**config.mk**
```make
export PLATFORM = sky130hd
export DESIGN_NAME = popcount_accumulator
export DESIGN_NICKNAME = d
export VERILOG_FILES = /design/src/rtl/popacc_pkg.sv /design/src/rtl/pop_to_signed.sv /design/src/rtl/popcount_accumulator.sv
export SDC_FILE = /design/constraint.sdc
export NUM_CORES = 1
export LEC_CHECK = 0
export ABC_AREA = 1
export BUFFER_PORTS_ARGS = -buffer_cell sky130_fd_sc_hd__buf_2
export CAP_MARGIN = 15
export CORE_MARGIN = 2
export CORE_UTILIZATION = 60
export DETAILED_ROUTE_END_ITERATION = 10
export HOLD_SLACK_MARGIN = 0.05
export MAX_ROUTING_LAYER = met4
export PLACE_DENSITY_LB_ADDON = 0.12
export SYNTH_ARGS = -nofsm -noshare
export SYNTH_HDL_FRONTEND = slang
export SYNTH_SLANG_ARGS = --single-unit
export TNS_END_PERCENT = 50
```
**constraint.sdc**
```tcl
create_clock -name clk -period 4.5 [get_ports clk]
set_input_delay 0 -clock clk [delete_from_list [all_inputs] [get_ports clk]]
set_output_delay 0 -clock clk [all_outputs]
set_load 0.05 [all_outputs]
```
**src/rtl/popacc_pkg.sv**
```systemverilog
`default_nettype none
// ============================================================================
// Module   : popacc_pkg
// Brief    : Shared FSM state type and width helpers for popcount_accumulator.
// Revision : 1.0
// ============================================================================
package popacc_pkg;

  typedef enum logic [1:0] {
    IDLE  = 2'd0,
    ACCUM = 2'd1,
    DONE  = 2'd2
  } state_e;

  localparam int DEFAULT_MAX_BEATS = 64;

  // Beat counter has to hold MAX_BEATS itself, not just MAX_BEATS-1.
  function automatic int beats_width(input int max_beats);
    return $clog2(max_beats + 1);
  endfunction

  localparam int BEATS_WIDTH = beats_width(DEFAULT_MAX_BEATS);

  function automatic int contrib_width(input int chunk_bits);
    return $clog2(chunk_bits) + 2;
  endfunction

endpackage
`default_nettype wire

```
**src/rtl/pop_to_signed.sv**
```systemverilog
`default_nettype none
// ============================================================================
// Module   : pop_to_signed
// Brief    : Clamps a popcount to CHUNK_BITS and maps it to 2*p - CHUNK_BITS.
// Revision : 1.0
// ============================================================================
module pop_to_signed
  import popacc_pkg::*;
#(
  parameter int CHUNK_BITS = 32,
  parameter int POP_WIDTH  = 16,
  parameter int CW         = contrib_width(CHUNK_BITS)
) (
  input  logic [POP_WIDTH-1:0] pop_i,
  output logic signed [CW-1:0] contrib_o
);

  localparam int EXT_W = (POP_WIDTH > 30) ? POP_WIDTH + 2 : 32;

  logic [EXT_W-1:0]        pop_ext;
  logic [EXT_W-1:0]        pop_clamped;
  logic signed [EXT_W-1:0] diff;

  always_comb begin
    pop_ext     = EXT_W'(pop_i);
    pop_clamped = (pop_ext > EXT_W'(CHUNK_BITS)) ? EXT_W'(CHUNK_BITS) : pop_ext;
    diff        = $signed(pop_clamped << 1) - $signed(EXT_W'(CHUNK_BITS));
    contrib_o   = CW'(diff);
  end

endmodule
`default_nettype wire

```
**src/rtl/popcount_accumulator.sv**
```systemverilog
`default_nettype none
// ============================================================================
// Module   : popcount_accumulator
// Brief    : Accumulates signed +/-1 dot-product contributions per popcount
//            beat; result presented via valid/ready. POPACC_SAT_EN selects
//            saturating instead of wrapping accumulation.
// Revision : 1.0
// ============================================================================
module popcount_accumulator
  import popacc_pkg::*;
#(
  parameter int CHUNK_BITS = 32,
  parameter int POP_WIDTH  = 16,
  parameter int ACC_WIDTH  = 24,
  parameter int MAX_BEATS  = 64
) (
  input  logic                              clk,
  input  logic                              rst_n,
  input  logic                              in_valid,
  output logic                              in_ready,
  input  logic [POP_WIDTH-1:0]              in_pop,
  input  logic                              in_last,
  output logic                              out_valid,
  input  logic                              out_ready,
  output logic signed [ACC_WIDTH-1:0]       out_acc,
  output logic [beats_width(MAX_BEATS)-1:0] out_beats,
  output logic                              out_ovf
);

  localparam int CW = contrib_width(CHUNK_BITS);
  localparam int BW = beats_width(MAX_BEATS);

  state_e                      state_q, state_d;
  logic signed [ACC_WIDTH-1:0] acc_q, acc_d, out_acc_q, out_acc_d;
  logic [BW-1:0]               beats_q, beats_d, out_beats_q, out_beats_d;
  logic                        ovf_q, ovf_d, out_ovf_q, out_ovf_d;

  logic signed [CW-1:0]        contrib;
  logic signed [ACC_WIDTH:0]   base_ext, sum;
  logic signed [ACC_WIDTH-1:0] sum_fit;
  logic [BW-1:0]               beats_inc;
  logic                        beat, sum_ovf, last_beat, ovf_next;

  pop_to_signed #(
    .CHUNK_BITS (CHUNK_BITS),
    .POP_WIDTH  (POP_WIDTH),
    .CW         (CW)
  ) u_pop_to_signed (
    .pop_i     (in_pop),
    .contrib_o (contrib)
  );

  assign in_ready  = (state_q != DONE);
  assign out_valid = (state_q == DONE);
  assign out_acc   = out_acc_q;
  assign out_beats = out_beats_q;
  assign out_ovf   = out_ovf_q;

  // An IDLE beat starts a fresh sum, so the running value only feeds in from ACCUM.
  always_comb begin
    beat      = in_valid && in_ready;
    base_ext  = (state_q == ACCUM) ? (ACC_WIDTH+1)'(acc_q) : '0;
    sum       = base_ext + (ACC_WIDTH+1)'(contrib);
    sum_ovf   = (sum[ACC_WIDTH] != sum[ACC_WIDTH-1]);
`ifdef POPACC_SAT_EN
    if (sum_ovf) begin
      sum_fit = sum[ACC_WIDTH] ? {1'b1, {(ACC_WIDTH-1){1'b0}}}
                               : {1'b0, {(ACC_WIDTH-1){1'b1}}};
    end else begin
      sum_fit = sum[ACC_WIDTH-1:0];
    end
`else
    sum_fit   = sum[ACC_WIDTH-1:0];
`endif
    beats_inc = (state_q == ACCUM) ? beats_q + BW'(1) : BW'(1);
    last_beat = in_last || (beats_inc == BW'(MAX_BEATS));
    ovf_next  = ((state_q == ACCUM) && ovf_q) || sum_ovf;
  end

  always_comb begin
    state_d     = state_q;
    acc_d       = acc_q;
    beats_d     = beats_q;
    ovf_d       = ovf_q;
    out_acc_d   = out_acc_q;
    out_beats_d = out_beats_q;
    out_ovf_d   = out_ovf_q;
    case (state_q)
      IDLE, ACCUM: begin
        if (beat) begin
          acc_d   = sum_fit;
          beats_d = beats_inc;
          ovf_d   = ovf_next;
          if (last_beat) begin
            state_d     = DONE;
            out_acc_d   = sum_fit;
            out_beats_d = beats_inc;
            out_ovf_d   = ovf_next;
          end else begin
            state_d = ACCUM;
          end
        end
      end
      DONE: begin
        if (out_ready) state_d = IDLE;
      end
      default: state_d = IDLE;
    endcase
  end

  always_ff @(posedge clk or negedge rst_n) begin
    if (!rst_n) begin
      state_q     <= IDLE;
      acc_q       <= '0;
      beats_q     <= '0;
      ovf_q       <= 1'b0;
      out_acc_q   <= '0;
      out_beats_q <= '0;
      out_ovf_q   <= 1'b0;
    end else begin
      state_q     <= state_d;
      acc_q       <= acc_d;
      beats_q     <= beats_d;
      ovf_q       <= ovf_d;
      out_acc_q   <= out_acc_d;
      out_beats_q <= out_beats_d;
      out_ovf_q   <= out_ovf_d;
    end
  end

endmodule
`default_nettype wire
```
==> impl_metrics.prom <==
# TYPE chip_impl_metric gauge
chip_impl_metric{name="ir_drop",unit="uV"} 176
chip_impl_metric{name="synth_area",unit="mm2"} 0.00451
chip_impl_metric{name="setup_violations",unit=""} 0
chip_impl_info{name="worst_hold_path_type",value="in -> reg"} 1
chip_impl_metric{name="critPathMaxFanout",unit=""} 25
chip_impl_metric{name="rows",unit=""} 31
chip_impl_metric{name="num_antenna_cells",unit=""} 0
chip_impl_metric{name="violation_count_after_the_first_detailed_route_iteration",unit=""} 309
chip_impl_metric{name="nNetsFinal",unit=""} 733
chip_impl_metric{name="grt_start_max_net_pins",unit=""} 67
chip_impl_metric{name="power.leakage",unit="nW"} 2.68
chip_impl_metric{name="ctsLongestPathBuffers",unit=""} 2
chip_impl_metric{name="async_reset_ff_frac",unit=""} 1.00
chip_impl_metric{name="numCtsBuffers",unit=""} 9
chip_impl_metric{name="syn_inst",unit=""} 644
chip_impl_metric{name="powerDensity",unit="mW/mm2"} 263
chip_impl_metric{name="drcViolationCount",unit=""} 0
chip_impl_metric{name="finalClockSkew",unit="ps"} 20.5
chip_impl_metric{name="drv.max_cap_violation_count",unit=""} 0
chip_impl_metric{name="final_cell_area",unit="mm2"} 0.00504
chip_impl_info{name="synth.most_common_cell",value="nand2_1"} 1
chip_impl_metric{name="timing.slew.headroom",unit=""} 0.313
chip_impl_metric{name="final.period_utilization",unit=""} 0.772
chip_impl_info{name="rsz0062_at_grt",value="false"} 1
chip_impl_info{name="worst_setup_path_end_kind",value="flop"} 1
chip_impl_metric{name="clock-sinks",unit=""} 66
chip_impl_metric{name="cts_h_tree_depth",unit=""} 3
chip_impl_metric{name="grt_first_pass_wirelength",unit="um"} 20000
chip_impl_metric{name="number_of_enable_type_register_cells_in_the_synthesized_netlist",unit=""} 0
chip_impl_metric{name="synth.lib_cells_used.distinct",unit=""} 45
chip_impl_metric{name="clock_edge_transition_at_the_registers_on_the_reported_setup_and_hold_paths",unit="ps"} 80
chip_impl_metric{name="placed_wire_length_estimate_after_detailed_placement",unit="um"} 8610
chip_impl_info{name="root_buf_cell",value="clkbuf_8"} 1
chip_impl_metric{name="clk_latency",unit="ps"} 370
chip_impl_metric{name="drtPass1Iterations",unit=""} 5
chip_impl_info{name="cts_tree",value="done"} 1
chip_impl_info{name="critical_path_class",value="reg -> reg"} 1
chip_impl_metric{name="areaGrowthSynthToFinish",unit="%"} 11.8
chip_impl_metric{name="routabilityCongestion",unit=""} 0.934
chip_impl_metric{name="fp.dieW",unit="um"} 90.7
chip_impl_metric{name="ff_latch_area",unit="mm2"} 0.00165
chip_impl_metric{name="total_overflow_reported_by_the_global_router",unit=""} 0
chip_impl_metric{name="synth-warning-count",unit=""} 0
chip_impl_metric{name="finalWorstPathRequiredPeriod",unit="ps"} 3480
chip_impl_metric{name="fmaxAchievable",unit="MHz"} 288
chip_impl_info{name="worstSetupStartpointType",value="flop"} 1
chip_impl_metric{name="fill_cells",unit=""} 682
chip_impl_metric{name="finalHoldViolations",unit=""} 0
chip_impl_metric{name="syn_avg_cell_area",unit="um2"} 7.00
chip_impl_info{name="outcome",value="complete, no violations"} 1
chip_impl_metric{name="wl_per_cell",unit="um"} 14.7
chip_impl_info{name="cells_taking_the_most_area_after_synthesis",value="dfrtp_1 37%, nand2_1 16%, inv_1 5.9%, nand3_1 5.8%, nor2_1 5.1%"} 1
chip_impl_metric{name="synth_nets",unit=""} 678
chip_impl_metric{name="post_route_cells_drive_above_1_share",unit=""} 0.188
chip_impl_metric{name="numPortBuffers",unit=""} 54
chip_impl_metric{name="number_of_stages_on_the_worst_hold_path",unit=""} 6
chip_impl_metric{name="timing.final.max_slew_violations",unit=""} 0
chip_impl_metric{name="floorplan.core_area",unit="mm2"} 0.00725
chip_impl_metric{name="timing.reg2reg.worst_path_depth",unit=""} 20
chip_impl_metric{name="antenna_found_initial",unit=""} 0
chip_impl_metric{name="via_per_inst",unit=""} 5.47
chip_impl_metric{name="post-cts-setup-buffers",unit=""} 0
chip_impl_metric{name="vias",unit=""} 4394
chip_impl_metric{name="synth_top_area_frac",unit=""} 0.366
chip_impl_metric{name="grt_use_total",unit=""} 0.312
chip_impl_metric{name="dpl-instance-area",unit="mm2"} 0.00483
chip_impl_metric{name="synth_seq_area_share",unit=""} 0.366
chip_impl_metric{name="cp.arrival",unit="ps"} 3710
chip_impl_metric{name="route.antenna.remaining_nets",unit=""} 0
chip_impl_metric{name="flip_flop_and_latch_count_after_synthesis",unit=""} 66
chip_impl_metric{name="route.final.wire_length",unit="um"} 11800
chip_impl_metric{name="worst_max_slew_pin_slew",unit="ps"} 1030
chip_impl_metric{name="finalSetupTns",unit="ps"} 0
chip_impl_metric{name="initial_core_util",unit=""} 0.622
chip_impl_info{name="yosys.area.top_type",value="dfrtp_1"} 1
chip_impl_metric{name="io_pins",unit=""} 55
chip_impl_metric{name="die_area",unit="mm2"} 0.00822
chip_impl_metric{name="die_height",unit="um"} 90.7
chip_impl_info{name="top_cell_types_by_occurrence_after_synthesis",value="197 x nand2_1, 71 x inv_1, 66 x dfrtp_1, 61 x nor2_1, 52 x nand3_1"} 1
chip_impl_metric{name="total_area_of_multi_input_combinational_cells",unit="mm2"} 0.00241
chip_impl_metric{name="timing.critical_path.required",unit="ps"} 4740
chip_impl_metric{name="first_global_vias",unit=""} 4265
chip_impl_info{name="synth_ff_type",value="dfrtp_1"} 1
-- final timing paths --
kind                                        startpoint                      to  slack (ps)
worst max-delay path            state_q[1]$_DFFE_PN0P_   acc_q[21]$_DFFE_PN0P_        1020
worst min-delay path                         in_pop[0]  out_acc[1]$_DFFE_PN0P_         210
worst max register to register  state_q[1]$_DFFE_PN0P_   acc_q[21]$_DFFE_PN0P_        1020
worst min register to register  out_acc[3]$_DFFE_PN0P_  out_acc[3]$_DFFE_PN0P_         480
max in group asynchronous                        rst_n   acc_q[21]$_DFFE_PN0P_        3570
min in group asynchronous                        rst_n    acc_q[3]$_DFFE_PN0P_         350
-- layer usage --
layer / share of wire / GRT usage
met1: 0.44 / 0.399
met2: 0.47 / 0.496
met3: 0.060 / 0.0518
met4: 0.030 / 0.124
met5: 0 / -
-- layout make-up --
class                           count  share of cell area
Timing Repair Buffer               63              0.0690
Inverter                           89              0.0663
Multi-Input combinational cell    470               0.479
Sequential cell                    66               0.328
Tap cell                           99              0.0246
Clock buffer                       10              0.0253
Clock inverter                      6             0.00844
-- cells in the final DEF, fill, tap and decap left out, types with 6 or more instances in the layout --
cell type,count
nor2_2,9
nand3_1,52
a21oi_1,13
inv_2,18
nor2_1,61
nand2_1,197
dfrtp_1,66
nand3b_1,7
nand3_2,7
buf_2,54
o21ai_0,30
nand4_1,6
o21ai_1,18
o21bai_1,7
ha_1,12
xor2_1,8
inv_1,71
clkbuf_8,9
nand2_2,9
-- state kept, by name, indices dropped and copies added, names as in the netlist --
name,cells
ovf_q,1
acc_q,24
out_acc,24
out_beats,7
state_q,2
beats_q,7
out_ovf,1
-- cells by family after synthesis --
kind of cell    after synthesis  share of synthesized area
compound gates               85                      0.112
xor+xnor                     10                     0.0211
fa+ha+maj                    13                     0.0377
buf+inv                     108                     0.0988
flops                        66                      0.366
simple gates                362                      0.364
-- through the flow --
step / utilization / cells / setup WS (ps) / total power, W / hold slack, ps
5_1_grt: 0.695 / 803 / 787 / 0.00137 / 293
4_1_cts: 0.695 / 803 / 1100 / 0.00133 / 212
3_3_place_gp: 0.666 / 783 / 1140 / 0.000858 / 219
3_5_place_dp: 0.666 / 783 / 1100 / 0.000866 / 228
6_report: 0.695 / 803 / 1020 / 0.00132 / 212
2_1_floorplan: - / 644 / 1730 / 0.000799 / -296
-- critical path: stages, from the launching register on --
cell and delay (ps):
dfrtp_1 380, inv_2 70, nand2_2 330, nor2_1 220
ha_1 260, inv_1 110, fa_1 410, inv_1 120
nand3_1 80, nand2_1 110, a21oi_1 70, nand2_1 70
nand2_1 140, o21bai_2 320, nand3_1 180, nand2_1 110
nand2_1 80, nand2_1 70, nand2_1 60, nand3_1 70
nand2_1 70
-- timing repair --
| item | in CTS | in global routing |
|---|---|---|
| gates resized for setup | 0 | 0 |
| endpoints found under the hold margin | 69 | 0 |
| hold buffers | 4 | 0 |
-- power by group --
| part | leakage [nW] | total [W] | switching, W | internal, W |
|---|---|---|---|---|
| combinational | 1.70 | 0.000224 | 0.000170 | 0.0000539 |
| clock | 0.0827 | 0.000463 | 0.000262 | 0.000201 |
| sequential | 0.903 | 0.000637 | 0.0000187 | 0.000618 |
| total | 2.68 | 0.00132 | 0.000450 | 0.000873 |
(Power assumes the default switching activity.)
